## config.mk

```make
export PLATFORM = sky130hd
export DESIGN_NAME = output_buffer_drain
export DESIGN_NICKNAME = d
export VERILOG_FILES = /design/src/rtl/output_buffer_drain.sv
export SDC_FILE = /design/constraint.sdc
export NUM_CORES = 1
export LEC_CHECK = 0
export ABC_CLOCK_PERIOD_IN_PS = 3300
export BUFFER_PORTS_ARGS = -buffer_cell sky130_fd_sc_hd__buf_4
export CAP_MARGIN = 25
export CORE_MARGIN = 3
export CORE_UTILIZATION = 25
export DETAILED_ROUTE_END_ITERATION = 16
export PLACE_DENSITY_LB_ADDON = 0.08
export SYNTH_ARGS = -nofsm -noshare
export SYNTH_HDL_FRONTEND = slang
export SYNTH_SLANG_ARGS = --single-unit
export TNS_END_PERCENT = 1
```

## constraint.sdc

```tcl
create_clock -name clk -period 3.3 [get_ports clk]
set_clock_uncertainty 0.15 [all_clocks]
set_input_delay 0 -clock clk [delete_from_list [all_inputs] [get_ports clk]]
set_output_delay 0 -clock clk [all_outputs]
set_load 0.01 [all_outputs]
```

## src/rtl/output_buffer_drain.sv

```systemverilog
// Read side of the accumulator output buffer: entry storage with per-entry valid bits,
// drained to the host as a contiguous wrapping range over a valid/ready stream.
module output_buffer_drain #(
   parameter int DEPTH  = 16,
   parameter int ADDR_W = 4,
   parameter int DATA_W = 32
) (
   input  logic              clk,
   input  logic              rst,
   input  logic              wr_en,
   input  logic [ADDR_W-1:0] wr_addr,
   input  logic [DATA_W-1:0] wr_data,
   input  logic              drain_start,
   input  logic [ADDR_W-1:0] drain_base,
   input  logic [ADDR_W:0]   drain_count,
   output logic              drain_busy,
   output logic              out_valid,
   input  logic              out_ready,
   output logic [DATA_W-1:0] out_data,
   output logic [ADDR_W-1:0] out_addr,
   output logic              out_last,
   output logic              drain_done,
   output logic              overwrite_err
);

   typedef enum logic [1:0] {IDLE, FETCH, SEND, DONE} state_t;

   localparam logic [ADDR_W:0] REM_ONE = (ADDR_W+1)'(1);
   localparam logic [ADDR_W:0] REM_TWO = (ADDR_W+1)'(2);

   state_t            state;
   logic [DATA_W-1:0] mem [DEPTH];
   logic [DEPTH-1:0]  vld;
   logic [ADDR_W-1:0] ptr;
   logic [ADDR_W-1:0] ptr_nxt;
   logic [ADDR_W-1:0] load_addr;
   logic [ADDR_W:0]   rem;
   logic              hs;
   logic              last_hs;
   logic              load_en;
   logic [DEPTH-1:0]  set_mask;
   logic [DEPTH-1:0]  clr_mask;

   // load_en/load_addr name the entry moved into the output register this edge;
   // that entry's valid bit is cleared unless a write to it lands on the same edge.
   always_comb begin
      // NOTE: every signal gets a default before any branch so no latch is inferred.
      ptr_nxt   = ptr + 1'b1;
      hs        = (state == SEND) && out_valid && out_ready;
      last_hs   = hs && (rem == REM_ONE);
      load_en   = 1'b0;
      load_addr = ptr;
      set_mask  = '0;
      clr_mask  = '0;
      case (state)
         FETCH: load_en = vld[ptr];
         SEND: begin
            load_addr = ptr_nxt;
            load_en   = hs && !last_hs && vld[ptr_nxt];
         end
         default: ;
      endcase
      if (wr_en)   set_mask[wr_addr]   = 1'b1;
      if (load_en) clr_mask[load_addr] = 1'b1;
   end

   // NOTE: storage has no reset; only the valid bits say whether an entry holds data.
   always_ff @(posedge clk) begin
      if (wr_en) mem[wr_addr] <= wr_data;
   end

   always_ff @(posedge clk or negedge rst) begin
      if (!rst) begin
         vld           <= '0;
         overwrite_err <= 1'b0;
      end else begin
         // NOTE: non-blocking assignments keep every register sampling pre-edge values.
         vld           <= (vld & ~clr_mask) | set_mask;
         overwrite_err <= wr_en && vld[wr_addr] && !clr_mask[wr_addr];
      end
   end

   always_ff @(posedge clk or negedge rst) begin
      if (!rst) begin
         state      <= IDLE;
         ptr        <= '0;
         rem        <= '0;
         drain_busy <= 1'b0;
         drain_done <= 1'b0;
         out_valid  <= 1'b0;
         out_data   <= '0;
         out_addr   <= '0;
         out_last   <= 1'b0;
      end else begin
         case (state)
            IDLE: begin
               if (drain_start) begin
                  ptr        <= drain_base;
                  rem        <= drain_count;
                  drain_busy <= 1'b1;
                  state      <= (drain_count != '0) ? FETCH : DONE;
               end
            end
            FETCH: begin
               if (load_en) begin
                  out_valid <= 1'b1;
                  out_data  <= mem[ptr];
                  out_addr  <= ptr;
                  out_last  <= (rem == REM_ONE);
                  state     <= SEND;
               end
            end
            SEND: begin
               if (hs) begin
                  rem <= rem - 1'b1;
                  ptr <= ptr_nxt;
                  if (last_hs) begin
                     out_valid <= 1'b0;
                     out_last  <= 1'b0;
                     state     <= DONE;
                  end else if (load_en) begin
                     out_data <= mem[ptr_nxt];
                     out_addr <= ptr_nxt;
                     out_last <= (rem == REM_TWO);
                  end else begin
                     out_valid <= 1'b0;
                     state     <= FETCH;
                  end
               end
            end
            DONE: begin
               // One cycle to raise the pulse, one to drop it and release busy.
               if (!drain_done) begin
                  drain_done <= 1'b1;
               end else begin
                  drain_done <= 1'b0;
                  drain_busy <= 1'b0;
                  state      <= IDLE;
               end
            end
            default: state <= IDLE;
         endcase
      end
   end

endmodule

```

==> flow_metrics.py <==
metrics = {
    "timing": {
        "period_minus_slack_ns": 3.17,
        "timing.fmax_ghz": 0.316,
        "drv_slew": 0,
        "min_period_over_period_pct": 96.0,
        "timing_hold_violations_final": 0,
        "setup_slack_ns": 0.133,
        "relSlewSlack_pct": 42.9,
        "finalSetupTns_ns": 0,
        "setup_viol": 0,
        "worstMarginPinSlew_ns": 0.856,
    },
    "layout": {
        "areaGrowthSynthToFinish_pct": 21.4,
        "nNetsFinal": 1655,
        "utilization_pct": 30.6,
        "drive_gt1_share_pct": 38.4,
        "fill_cells": 10500,
        "multiInputGateArea_sq_um": 10100,
        "final-seq-area_sq_um": 17100,
    },
    "clock_network": {
        "path_clk_slew_ns": 0.06,
        "insertion_delay_ns": 0.65,
        "numCtsBuffers": 73,
        "cts-root-buf": "clkbuf_16",
        "h-tree-depth": 3,
        "clock-sinks": 580,
        "clockBufferDepth": 3,
        "cts_tree": "done",
    },
    "floorplan": {
        "start_util_pct": 25.2,
        "rows": 121,
        "die_width_um": 338,
        "dieArea_sq_um": 114000,
        "die_y_um": 338,
        "coreArea_sq_um": 109000,
        "ios": 91,
    },
    "routing": {
        "wl_mm": 89.3,
        "ant_nets": 0,
        "firstDrtPassIters": 7,
        "vias_per_cell": 5.02,
        "drtIter0Drc": 1147,
        "num_vias": 15400,
        "drc_errors": 0,
        "wire_per_inst_um": 29.1,
    },
    "global_routing": {
        "track_usage_pct": 15.7,
        "grt_overflow_total": 0,
        "grt_max_degree": 132,
        "antenna_found_initial": 9,
        "top_usage_layer": "met2",
        "grtUsageMet1_pct": 21.7,
        "grt_pass1_wl_mm": 127,
        "first_global_vias": 16600,
        "use_met2_pct": 26.0,
        "use_met3_pct": 2.69,
    },
    "synthesis": {
        "syn_area_sq_um": 27500,
        "ys_warn_count": 0,
        "synth_ff_type": "edfxtp_1",
        "synth_enable_flop_cells": 512,
        "synth_cells": 1403,
        "synth-seq-area-share_pct": 62.1,
        "synth.distinct_cells": 59,
        "ys_seq_elements": 580,
        "syn_avg_cell_area_sq_um": 19.6,
        "synthesis.nets": 1461,
        "synth-async-reset-ratio_pct": 11.7,
    },
    "outcome": {
        "run_status": "finished clean",
    },
    "pwr": {
        "vdd_drop_max_uv": 664,
        "power_density_nw_per_um2": 914,
        "p_leak_nw": 10.9,
    },
    "placed_design": {
        "io_buffer_count": 90,
        "hpwl_mm": 50.7,
        "pre_cts_slack_ns": 0.150,
        "globalplace.congestion": 0.725,
    },
    "worst_hold_path": {
        "min_to": "ptr[3]",
        "hold_class": "in -> reg",
        "hold_depth": 4,
        "holdCritStartpoint": "drain_base[3]",
    },
    "worst_setup_path": {
        "rrSetupSlack_ns": 0.13,
        "rr_endpoint": "out_addr[3]",
        "reg2reg_depth": 9,
        "arrival_ns": 3.56,
        "endpoint_kind": "register",
        "r2r-start": "ptr[1]",
        "start_kind": "register",
        "cp.required_ns": 3.69,
        "cp_max_fo": 22,
        "crit_type": "reg -> reg",
    },
    "job": {
        "maxCapViolCount": 0,
    },
}
[cell type report]
type	instances	area share, %
multi-input combinational	702	30.1
antenna	3	0.0225
clock buffer	102	5.89
timing repair buffer	229	6.44
clock inverter	31	0.896
inverter	11	0.124
sequential	580	51.2
tap	1414	5.30
[worst max path at each step]
| stage | cells past startpoint | from | slack [ns] | endpoint |
|---|---|---|---|---|
| 4_1_cts | 9 | ptr[1] | 0.12 | out_addr[3] |
| 2_1_floorplan | 2 | wr_addr[1] | 0.16 | mem[12][0] |
| 5_1_grt | 9 | ptr[1] | -0.02 | out_addr[3] |
| 3_3_place_gp | 9 | ptr[0] | 0.18 | out_addr[3] |
| 3_5_place_dp | 9 | ptr[0] | 0.15 | out_addr[3] |
| 6_report | 9 | ptr[1] | 0.13 | out_addr[3] |
[cells in the final DEF, fill, tap and decap left out, types with 18 or more instances in the layout]
master,n
edfxtp_1,512
mux4_2,327
buf_4,152
clkbuf_16,74
dfrtp_1,64
dlygate4sd3_1,54
nand3_1,42
nand2b_1,42
a21oi_1,40
and3_1,34
a211o_1,33
clkbuf_1,26
buf_12,20
nand2_1,18
[per-layer routing]
layer / share of wire [%] / vias up
met5: 0.024 / -
met4: 1.7 / 4
met3: 4.3 / 101
met2: 49 / 355
met1: 45 / 8508
li1: - / 6455
[cell usage after synthesis (3+ instances only)]
cell / number / area (sq um)
edfxtp_1: 512 / 15400
mux4_2: 327 / 7360
dfrtp_1: 68 / 1700
clkbuf_1: 56 / 210
nand2b_1: 42 / 263
nand3_1: 42 / 210
a21oi_1: 40 / 200
and3_1: 34 / 213
a211o_1: 33 / 289
buf_2: 24 / 120
buf_1: 20 / 75.1
nor2_1: 20 / 75.1
nand2_1: 18 / 67.6
mux2i_1: 15 / 150
a21o_1: 13 / 97.6
nand4_1: 12 / 75.1
inv_1: 11 / 41.3
o21ai_0: 11 / 55.1
nor3_1: 10 / 50.1
ha_1: 8 / 100
o22ai_1: 8 / 50.1
xnor2_1: 7 / 61.3
buf_6: 6 / 67.6
nor2b_1: 5 / 31.3
o211ai_1: 5 / 37.5
buf_4: 4 / 30.0
o41ai_1: 4 / 35.0
xor2_1: 4 / 35.0
a22oi_1: 3 / 22.5
a31oi_1: 3 / 18.8
mux2_2: 3 / 33.8
o21a_1: 3 / 22.5
[worst max-delay path, cell delays in order, from the launching register on]
cell	delay (ns)
dfrtp_4	0.52
ha_4	0.22
xor2_4	0.24
mux4_2	0.37
o2111ai_4	0.26
o21ai_2	0.15
o311ai_4	0.37
clkbuf_16	0.33
a21o_1	0.12
mux2_1	0.31
[sequential cells by signal (all words and copies together), names as in the netlist]
signal,count
drain_busy,1
drain_done,1
mem,512
out_addr,4
out_data,32
out_last,1
out_valid,1
overwrite_err,1
ptr,4
rem,5
state,2
vld,16
[stage by stage]
| stage | hold slack [ns] | area [sq um] | cells | total power [mW] |
|---|---|---|---|---|
| floorplan | -0.446 | 27500 | 1403 | 18.6 |
| global placement | -0.00808 | 30500 | 2879 | 23.1 |
| detailed placement | -0.00160 | 30500 | 2879 | 23.1 |
| CTS | 0.00350 | 33300 | 3067 | 30.9 |
| global route | 0.0469 | 33400 | 3069 | 32.3 |
| finish | 0.0373 | 33400 | 3072 | 30.5 |
[where the power goes]
part	total, mW	leakage, nW	internal, mW	switching (mW)
clock network	7.57	1.10	4.36	3.21
registers	9.20	5.41	8.59	0.612
logic	13.7	4.37	6.87	6.87
[kinds of logic (layout without fill, tap and decap cells)]
kind of cell | Yosys count | after routing | synth area share, %
DFF | 580 | 580 | 62.1
muxes | 347 | 347 | 27.5
and+or+nand+nor | 194 | 194 | 3.88
AOI/OAI and AO/OA | 141 | 141 | 3.74
buffers and inverters | 121 | 373 | 1.98
xor gates and xnor gates | 12 | 12 | 0.450
adders and majority gates | 8 | 8 | 0.364
other | 0 | 3 | 0
[timing repair]
item,4_1_cts,5_1_grt
buffers inserted,0,1
hold buffers,55,0
resized for setup,0,5
endpoints found under the setup margin,0,2
hold endpoints to repair,659,0
Note: power is estimated with default switching activity, not from simulation.
